--- src/rtl/uart_apb_fifo_if.sv ---
// APB slave bus bundle for uart_apb_fifo.
interface uart_apb_fifo_if;
  logic        PSEL;
  logic        PENABLE;
  logic [1:0]  PADDR;
  logic        PWRITE;
  logic [15:0] PWDATA;
  logic [15:0] PRDATA;
  logic        PREADY;

  modport master (output PSEL, PENABLE, PADDR, PWRITE, PWDATA, input PRDATA, PREADY);
  modport slave  (input PSEL, PENABLE, PADDR, PWRITE, PWDATA, output PRDATA, PREADY);
endinterface

--- src/rtl/uart_apb_fifo.sv ---
// APB UART with TX/RX FIFOs, 16x oversampled baud generator, parity and interrupt.
// Optional macro UART_LOOPBACK_EN implements CTRL bit7 (internal TX->RX loopback).
module uart_apb_fifo #(
  parameter int          DATA_W      = 8,
  parameter int          FIFO_DEPTH  = 16,
  parameter int          DIV_W       = 16,
  parameter logic [15:0] DEFAULT_DIV = 16'd26
) (
  input  logic           PCLK,
  input  logic           PRESETN,
  uart_apb_fifo_if.slave apb,
  input  logic           RX,
  output logic           TX,
  output logic           TXRDY,
  output logic           RXRDY,
  output logic           IRQ
);
  localparam int AW = $clog2(FIFO_DEPTH);
  localparam logic [AW:0] PTR_ONE = 1;
  localparam logic [2:0]  LAST_BIT = 3'(DATA_W - 1);

  typedef enum logic [2:0] {S_IDLE, S_START, S_DATA, S_PARITY, S_STOP} state_t;

  logic access, rd, wr;
  logic data_wr, data_rd, stat_rd, baud_wr, ctrl_wr;
  assign access  = apb.PSEL & apb.PENABLE;
  assign rd      = access & ~apb.PWRITE;
  assign wr      = access & apb.PWRITE;
  assign data_wr = wr & (apb.PADDR == 2'd0);
  assign data_rd = rd & (apb.PADDR == 2'd0);
  assign stat_rd = rd & (apb.PADDR == 2'd1);
  assign baud_wr = wr & (apb.PADDR == 2'd2);
  assign ctrl_wr = wr & (apb.PADDR == 2'd3);

  logic [DIV_W-1:0] baud_reg, baud_cnt_reg;
  logic [7:0]       ctrl_reg;
  logic             baud_tick;

  always_ff @(posedge PCLK) begin
    if (!PRESETN) begin
      baud_reg <= DEFAULT_DIV[DIV_W-1:0];
      ctrl_reg <= 8'h0C;
    end else begin
      if (baud_wr) baud_reg <= apb.PWDATA[DIV_W-1:0];
`ifdef UART_LOOPBACK_EN
      if (ctrl_wr) ctrl_reg <= apb.PWDATA[7:0];
`else
      if (ctrl_wr) ctrl_reg <= {1'b0, apb.PWDATA[6:0]};
`endif
    end
  end

  // Counter spans 0..DIV so a tick fires every DIV+1 cycles.
  assign baud_tick = (baud_cnt_reg == baud_reg);
  always_ff @(posedge PCLK) begin
    if (!PRESETN || baud_wr || baud_tick) baud_cnt_reg <= '0;
    else                                  baud_cnt_reg <= baud_cnt_reg + DIV_W'(1);
  end

  // ---------------- TX FIFO ----------------
  logic [DATA_W-1:0] tx_mem [FIFO_DEPTH];
  logic [AW:0]       tx_wp_reg, tx_rp_reg;
  logic              tx_empty, tx_full, tx_push, tx_pop;
  assign tx_empty = (tx_wp_reg == tx_rp_reg);
  assign tx_full  = (tx_wp_reg[AW] != tx_rp_reg[AW]) && (tx_wp_reg[AW-1:0] == tx_rp_reg[AW-1:0]);
  assign tx_push  = data_wr & ~tx_full;

  always_ff @(posedge PCLK) begin
    if (tx_push) tx_mem[tx_wp_reg[AW-1:0]] <= apb.PWDATA[DATA_W-1:0];
  end

  always_ff @(posedge PCLK) begin
    if (!PRESETN) begin
      tx_wp_reg <= '0;
      tx_rp_reg <= '0;
    end else begin
      if (tx_push) tx_wp_reg <= tx_wp_reg + PTR_ONE;
      if (tx_pop)  tx_rp_reg <= tx_rp_reg + PTR_ONE;
    end
  end

  // ---------------- Transmitter ----------------
  state_t            tx_state_reg;
  logic [3:0]        tx_cnt_reg;
  logic [2:0]        tx_bit_reg;
  logic [DATA_W-1:0] tx_shift_reg;
  logic              tx_par_reg, tx_reg, tx_idle;

  // Frames only start on a tick so every bit is exactly 16 ticks long.
  assign tx_pop = baud_tick & ctrl_reg[2] & ~tx_empty &
                  ((tx_state_reg == S_IDLE) || (tx_state_reg == S_STOP && tx_cnt_reg == 4'd15));
  assign tx_idle = tx_empty & (tx_state_reg == S_IDLE);

  always_ff @(posedge PCLK) begin
    if (!PRESETN) begin
      tx_state_reg <= S_IDLE;
      tx_cnt_reg   <= '0;
      tx_bit_reg   <= '0;
      tx_shift_reg <= '0;
      tx_par_reg   <= 1'b0;
      tx_reg       <= 1'b1;
    end else if (tx_pop) begin
      tx_state_reg <= S_START;
      tx_cnt_reg   <= '0;
      tx_shift_reg <= tx_mem[tx_rp_reg[AW-1:0]];
      tx_par_reg   <= ^tx_mem[tx_rp_reg[AW-1:0]];
      tx_reg       <= 1'b0;
    end else if (baud_tick && tx_state_reg != S_IDLE) begin
      tx_cnt_reg <= tx_cnt_reg + 4'd1;
      if (tx_cnt_reg == 4'd15) begin
        case (tx_state_reg)
          S_START: begin
            tx_state_reg <= S_DATA;
            tx_bit_reg   <= '0;
            tx_reg       <= tx_shift_reg[0];
            tx_shift_reg <= tx_shift_reg >> 1;
          end
          S_DATA: begin
            if (tx_bit_reg == LAST_BIT) begin
              tx_state_reg <= ctrl_reg[0] ? S_PARITY : S_STOP;
              tx_reg       <= ctrl_reg[0] ? (tx_par_reg ^ ctrl_reg[1]) : 1'b1;
            end else begin
              tx_bit_reg   <= tx_bit_reg + 3'd1;
              tx_reg       <= tx_shift_reg[0];
              tx_shift_reg <= tx_shift_reg >> 1;
            end
          end
          S_PARITY: begin
            tx_state_reg <= S_STOP;
            tx_reg       <= 1'b1;
          end
          S_STOP:  tx_state_reg <= S_IDLE;
          default: tx_state_reg <= S_IDLE;
        endcase
      end
    end
  end

  // ---------------- Receiver ----------------
  logic rx_in;
`ifdef UART_LOOPBACK_EN
  assign rx_in = ctrl_reg[7] ? tx_reg : RX;
  assign TX    = ctrl_reg[7] | tx_reg;
`else
  assign rx_in = RX;
  assign TX    = tx_reg;
`endif

  logic rx_sync1_reg, rx_sync2_reg, rx_prev_reg;
  always_ff @(posedge PCLK) begin
    if (!PRESETN) begin
      rx_sync1_reg <= 1'b1;
      rx_sync2_reg <= 1'b1;
      rx_prev_reg  <= 1'b1;
    end else begin
      rx_sync1_reg <= rx_in;
      rx_sync2_reg <= rx_sync1_reg;
      rx_prev_reg  <= rx_sync2_reg;
    end
  end

  state_t            rx_state_reg;
  logic [3:0]        rx_cnt_reg;
  logic [2:0]        rx_bit_reg;
  logic [DATA_W-1:0] rx_shift_reg;
  logic              rx_push_reg, perr_evt_reg, ferr_evt_reg;

  // Counter restarts at mid-start so later samples land at count 15 = bit centre.
  always_ff @(posedge PCLK) begin
    if (!PRESETN) begin
      rx_state_reg <= S_IDLE;
      rx_cnt_reg   <= '0;
      rx_bit_reg   <= '0;
      rx_shift_reg <= '0;
      rx_push_reg  <= 1'b0;
      perr_evt_reg <= 1'b0;
      ferr_evt_reg <= 1'b0;
    end else begin
      rx_push_reg  <= 1'b0;
      perr_evt_reg <= 1'b0;
      ferr_evt_reg <= 1'b0;
      case (rx_state_reg)
        S_IDLE: begin
          if (ctrl_reg[3] && rx_prev_reg && !rx_sync2_reg) begin
            rx_state_reg <= S_START;
            rx_cnt_reg   <= '0;
          end
        end
        S_START: begin
          if (baud_tick) begin
            if (rx_cnt_reg == 4'd7) begin
              rx_cnt_reg   <= '0;
              rx_bit_reg   <= '0;
              rx_state_reg <= rx_sync2_reg ? S_IDLE : S_DATA;
            end else begin
              rx_cnt_reg <= rx_cnt_reg + 4'd1;
            end
          end
        end
        S_DATA: begin
          if (baud_tick) begin
            rx_cnt_reg <= rx_cnt_reg + 4'd1;
            if (rx_cnt_reg == 4'd15) begin
              rx_shift_reg <= {rx_sync2_reg, rx_shift_reg[DATA_W-1:1]};
              rx_bit_reg   <= rx_bit_reg + 3'd1;
              if (rx_bit_reg == LAST_BIT) rx_state_reg <= ctrl_reg[0] ? S_PARITY : S_STOP;
            end
          end
        end
        S_PARITY: begin
          if (baud_tick) begin
            rx_cnt_reg <= rx_cnt_reg + 4'd1;
            if (rx_cnt_reg == 4'd15) begin
              perr_evt_reg <= rx_sync2_reg ^ (^rx_shift_reg) ^ ctrl_reg[1];
              rx_state_reg <= S_STOP;
            end
          end
        end
        S_STOP: begin
          if (baud_tick) begin
            rx_cnt_reg <= rx_cnt_reg + 4'd1;
            if (rx_cnt_reg == 4'd15) begin
              rx_push_reg  <= rx_sync2_reg;
              ferr_evt_reg <= ~rx_sync2_reg;
              rx_state_reg <= S_IDLE;
            end
          end
        end
        default: rx_state_reg <= S_IDLE;
      endcase
    end
  end

  // ---------------- RX FIFO ----------------
  logic [DATA_W-1:0] rx_mem [FIFO_DEPTH];
  logic [AW:0]       rx_wp_reg, rx_rp_reg;
  logic              rx_empty, rx_full, rx_pop, rx_push_ok, ovf_rx_evt;
  assign rx_empty   = (rx_wp_reg == rx_rp_reg);
  assign rx_full    = (rx_wp_reg[AW] != rx_rp_reg[AW]) && (rx_wp_reg[AW-1:0] == rx_rp_reg[AW-1:0]);
  assign rx_pop     = data_rd & ~rx_empty;
  // A pop in the same cycle frees the slot, so a full FIFO still accepts the push.
  assign rx_push_ok = rx_push_reg & (~rx_full | rx_pop);
  assign ovf_rx_evt = rx_push_reg & rx_full & ~rx_pop;

  always_ff @(posedge PCLK) begin
    if (rx_push_ok) rx_mem[rx_wp_reg[AW-1:0]] <= rx_shift_reg;
  end

  always_ff @(posedge PCLK) begin
    if (!PRESETN) begin
      rx_wp_reg <= '0;
      rx_rp_reg <= '0;
    end else begin
      if (rx_push_ok) rx_wp_reg <= rx_wp_reg + PTR_ONE;
      if (rx_pop)     rx_rp_reg <= rx_rp_reg + PTR_ONE;
    end
  end

  // ---------------- Flags, IRQ, read mux ----------------
  logic ovf_rx_reg, perr_reg, ferr_reg, ovf_tx_reg, irq_reg;
  always_ff @(posedge PCLK) begin
    if (!PRESETN) begin
      ovf_rx_reg <= 1'b0;
      perr_reg   <= 1'b0;
      ferr_reg   <= 1'b0;
      ovf_tx_reg <= 1'b0;
      irq_reg    <= 1'b0;
    end else begin
      ovf_rx_reg <= ovf_rx_evt   | (ovf_rx_reg & ~stat_rd);
      perr_reg   <= perr_evt_reg | (perr_reg & ~stat_rd);
      ferr_reg   <= ferr_evt_reg | (ferr_reg & ~stat_rd);
      ovf_tx_reg <= (data_wr & tx_full) | (ovf_tx_reg & ~stat_rd);
      irq_reg    <= (ctrl_reg[4] & ~rx_empty) | (ctrl_reg[5] & tx_idle) |
                    (ctrl_reg[6] & (ovf_rx_reg | perr_reg | ferr_reg | ovf_tx_reg));
    end
  end

  always_comb begin
    apb.PRDATA = '0;
    if (rd) begin
      case (apb.PADDR)
        2'd0: if (!rx_empty) apb.PRDATA = 16'(rx_mem[rx_rp_reg[AW-1:0]]);
        2'd1: apb.PRDATA = {9'd0, ovf_tx_reg, tx_idle, ferr_reg, perr_reg, ovf_rx_reg, ~rx_empty, ~tx_full};
        2'd2: apb.PRDATA = 16'(baud_reg);
        default: apb.PRDATA = {8'd0, ctrl_reg};
      endcase
    end
  end

  assign apb.PREADY = 1'b1;
  assign TXRDY      = ~tx_full;
  assign RXRDY      = ~rx_empty;
  assign IRQ        = irq_reg;
endmodule

--- src/flat_wrapper.sv ---
// flat-port wrapper written by rule: the top's interface ports become plain ports
module uart_apb_fifo_flat 
#(
  parameter int          DATA_W      = 8,
  parameter int          FIFO_DEPTH  = 16,
  parameter int          DIV_W       = 16,
  parameter logic [15:0] DEFAULT_DIV = 16'd26
)
  (PCLK, PRESETN, RX, TX, TXRDY, RXRDY, IRQ, apb_PSEL, apb_PENABLE, apb_PADDR, apb_PWRITE, apb_PWDATA, apb_PRDATA, apb_PREADY);
  uart_apb_fifo_if apb_i ();
  input  logic PCLK;
  input  logic PRESETN;
  input  logic RX;
  output logic TX;
  output logic TXRDY;
  output logic RXRDY;
  output logic IRQ;
  input wire logic [$bits(apb_i.PSEL)-1:0] apb_PSEL;
  input wire logic [$bits(apb_i.PENABLE)-1:0] apb_PENABLE;
  input wire logic [$bits(apb_i.PADDR)-1:0] apb_PADDR;
  input wire logic [$bits(apb_i.PWRITE)-1:0] apb_PWRITE;
  input wire logic [$bits(apb_i.PWDATA)-1:0] apb_PWDATA;
  output wire logic [$bits(apb_i.PRDATA)-1:0] apb_PRDATA;
  output wire logic [$bits(apb_i.PREADY)-1:0] apb_PREADY;
  assign apb_i.PSEL = apb_PSEL;
  assign apb_i.PENABLE = apb_PENABLE;
  assign apb_i.PADDR = apb_PADDR;
  assign apb_i.PWRITE = apb_PWRITE;
  assign apb_i.PWDATA = apb_PWDATA;
  assign apb_PRDATA = apb_i.PRDATA;
  assign apb_PREADY = apb_i.PREADY;
  uart_apb_fifo #(.DATA_W(DATA_W), .FIFO_DEPTH(FIFO_DEPTH), .DIV_W(DIV_W), .DEFAULT_DIV(DEFAULT_DIV)) u_core (.PCLK(PCLK), .PRESETN(PRESETN), .apb(apb_i), .RX(RX), .TX(TX), .TXRDY(TXRDY), .RXRDY(RXRDY), .IRQ(IRQ));
endmodule
--- config.mk ---
export PLATFORM = sky130hd
export DESIGN_NAME = uart_apb_fifo_flat
export DESIGN_NICKNAME = d
export VERILOG_FILES = /design/src/rtl/uart_apb_fifo_if.sv /design/src/rtl/uart_apb_fifo.sv /design/src/flat_wrapper.sv
export SDC_FILE = /design/constraint.sdc
export NUM_CORES = 1
export LEC_CHECK = 0
export ABC_CLOCK_PERIOD_IN_PS = 6000
export BUFFER_PORTS_ARGS = -buffer_cell sky130_fd_sc_hd__clkbuf_2
export CAP_MARGIN = 10
export CORE_UTILIZATION = 55
export CTS_BUF_LIST = sky130_fd_sc_hd__clkbuf_8
export DETAILED_ROUTE_END_ITERATION = 8
export PLACE_DENSITY = 0.72
export SYNTH_ARGS = -nofsm -noshare
export SYNTH_HDL_FRONTEND = slang
export SYNTH_SLANG_ARGS = --single-unit
--- constraint.sdc ---
create_clock -name PCLK -period 6 [get_ports PCLK]
set_input_delay 1.2 -clock PCLK [delete_from_list [all_inputs] [get_ports PCLK]]
set_output_delay 1.2 -clock PCLK [all_outputs]
set_load 0.01 [all_outputs]
==> metrics.md <==
| Metric | Value |
|---|---|
| First-pass GRT wire length | 48.6 mm |
| Hold Fails Final Rpt | 0 |
| FILL cells | 1,994 |
| Leakage | 5.87 nW |
| Ys flop type | edfxtp_1 |
| Diodes inserted | 0 |
| Slew HR | 17.1% |
| Drt total wl | 31.2 mm |
| Residual DRC | 0 |
| Peak supply drop | 0.229 mV |
| Pwr Density | 290 nW/um^2 |
| Clock Tree Root | clkbuf_8 |
| Initial drt markers | 803 |
| CP max stage cell | dfxtp_1 |
| # Post-CTS Setup Buffers | 0 |
| Hold WS | 0.408 ns |
| Sinks on the clock net | 372 |
| TritonCTS clock tree | done |
| Asr flop ratio synth | 0% |
| EDFF count, synth | 256 |
| Commonest cells post-synth | edfxtp_1 (256), nor2_1 (118), dfxtp_1 (116), nand2_1 (86), mux4_2 (70) |
| Die Span Y | 169 um |
| Row count | 60 |
| Inserted Clock Buffers | 57 |
| Fin crit share | 76.5% |
| CP Cell Sequence | buf_4, mux4_2, mux4_2, nor2_1, nor3_1, a21oi_1, nor2_1, clkbuf_2 |
| Crit. End Element | output port |
| Max-cap viol count | 0 |
| # hold bufs at CTS | 0 |
| Area Growth Syn to Fin | 11.4% |
| CORE AREA | 27,100 sq um |
| Boundary Pins | 45 |
| Gr usage total | 22.6% |
| Die ar. | 28,400 sq um |
| Max Clk Rate | 218 MHz |
| CP required | 4.80 ns |
| Synth area leaders | edfxtp_1 (50%), dfxtp_1 (15%), mux4_2 (10%), nor2_1 (2.9%), xor2_1 (2.8%) |
| Setup Skew | 0.0527 ns |
| RSZ-0062 raised after global routing | no |
| Hold WC Path Type | reg -> reg |
| Worst path max stage delay | 1.00 ns |
| GP Congestion | 0.844 |
| Grt ovf | 0 |
| Area leader, netlist | edfxtp_1 |
| Synth Warn # | 0 |
| Drt pass-1 iters | 5 |
| Final setup vio count | 0 |
| Antenna violations before repair | 0 |
| Xor/xnor share of the synthesized area | 4.42% |
| Period minus WS final | 4.59 ns |
| Die Wd | 169 um |
| Adder-cell area share of the yosys netlist | 1.39% |
| Count leader, synth | edfxtp_1 |
| Post-synth top area share | 50.4% |
| Final setup TNS | 0 ns |
| CP bufs+invs | 2 |
| Actual slew at the worst max-slew pin | 1.23 ns |
| Initial core utilization | 56.3% |
| Sequential element share of the synthesized area | 65.6% |
| Worst-Skew Late Latency | 0.61 ns |
| Via-per-instance ratio | 5.72 |
| Mapped Cells | 1,067 |
| Largest family of logic cells by synthesized area | multiplexers |
| Crit path DAT | 3.39 ns |
| Share of cells above drive strength 1 | 18.9% |
| Mapped cell area | 15,300 sq um |
| Post-CTS Resized | 0 |
| Post-synthesis compound-gate area fraction | 4.36% |
| CP Class | reg -> out |
| Longest Clk Path Bufs | 3 |
| Synth cell types | 44 |
| Status | complete, no violations |
| Crit-path max FO | 21 |
| Clk pin slew, worst setup/hold paths | 0.06 ns |
| Routed wire length per instance | 20.1 um |
| #FFs+latches synth | 372 |
| Vias post-DR | 8,859 |
| Port-buffer cells | 43 |
| Post-synthesis net count | 1,108 |
| H-tree Lvls | 2 |
| Max-slew violation count | 0 |
| Post-synthesis mux area share | 12.7% |
| Syn avg cell area | 14.3 sq um |
| Largest net degree at the start of global routing | 43 |
| Fin nets | 1,172 |
| Simple-gate area share of the yosys netlist | 9.82% |
| Number of routed nets with antenna violations | 0 |
| Family with the most delay on the worst path | flip-flops |
| Critical Path Start Type | flop |
| Vias in the first global route | 8,622 |
| HPWL Detailed | 20.1 mm |
cell type report:
| type | count | area, sq um | area share, % |
|---|---|---|---|
| clock buffers | 64 | 881 | 5.18 |
| multi-input cells | 631 | 5000 | 29.4 |
| clock inverters | 41 | 279 | 1.64 |
| inverters | 12 | 45.0 | 0.265 |
| flip-flops and latches | 372 | 10000 | 58.9 |
| repair buffers | 57 | 328 | 1.93 |
| well taps | 372 | 465 | 2.74 |
routing by layer:
layer / track usage, % / wire (um) / vias to the layer above
li1: - / - / 4119
met1: 31.8 / 13700 / 4389
met2: 35.8 / 14900 / 278
met3: 3.69 / 1730 / 73
met4: 8.10 / 874 / 0
met5: 0 / 0 / -
logic make-up (layout without fill, tap and decap cells):
family	count (synthesis)	in the layout
adders and majority gates	17	17
other	1	1
AOI/OAI and AO/OA	106	106
muxes	106	106
and+or+nand+nor	324	324
xor gates and xnor gates	77	77
buffers and inverters	64	174
DFF	372	372
metrics by stage:
step                utilization (%)  std cells  instance area [sq um]  power [W]  setup WS (ns)
floorplan                         -       1067                  15300    0.00286           2.48
global placement               58.4       1440                  15800    0.00290           1.84
detailed placement             58.4       1441                  15800    0.00290           1.93
CTS                            62.7       1546                  17000    0.00499           1.30
global route                   62.8       1549                  17000    0.00509           1.25
finish                         62.8       1549                  17000    0.00494           1.41
final timing paths:
check	startpoint	to	slack, ns	cells past startpoint
min	u_core.rx_sync1_reg$_SDFF_PN1_	u_core.rx_sync2_reg$_SDFF_PN1_	0.41	1
max reg2reg	u_core.tx_wp_reg[3]$_SDFFE_PN0P_	u_core.tx_mem[3][6]$_DFFE_PP_	2.79	8
min reg2reg	u_core.rx_sync1_reg$_SDFF_PN1_	u_core.rx_sync2_reg$_SDFF_PN1_	0.41	1
max	flop	apb_PRDATA[1]	1.41	8
where the power goes:
group          internal [W]  total (W)  switching (W)
clock               0.00112    0.00209       0.000971
sequential          0.00273    0.00274      0.0000117
combinational     0.0000347   0.000107      0.0000722
cell usage in the layout, fill, tap and decap left out, drive strengths merged, types with 2 or more instances in the layout:
cell	instances
mux4	70
a221oi	5
mux2	2
nand2b	15
nor3	18
dfxtp	116
nor2b	8
edfxtp	256
nand3	19
or3	4
buf	13
a21oi	42
xor2	48
nand4	9
clkinv	18
nand3b	4
nor4	11
a31oi	5
ha	17
nor2	118
clkinvlp	2
inv	30
mux2i	34
a211oi	10
or4	3
o21ai	14
bufinv	3
clkbuf	108
nand2	86
and2	14
a22oi	23
and3	6
or2	4
xnor2	29
o21a	4
No activity file was read; power rests on OpenSTA's default activity.
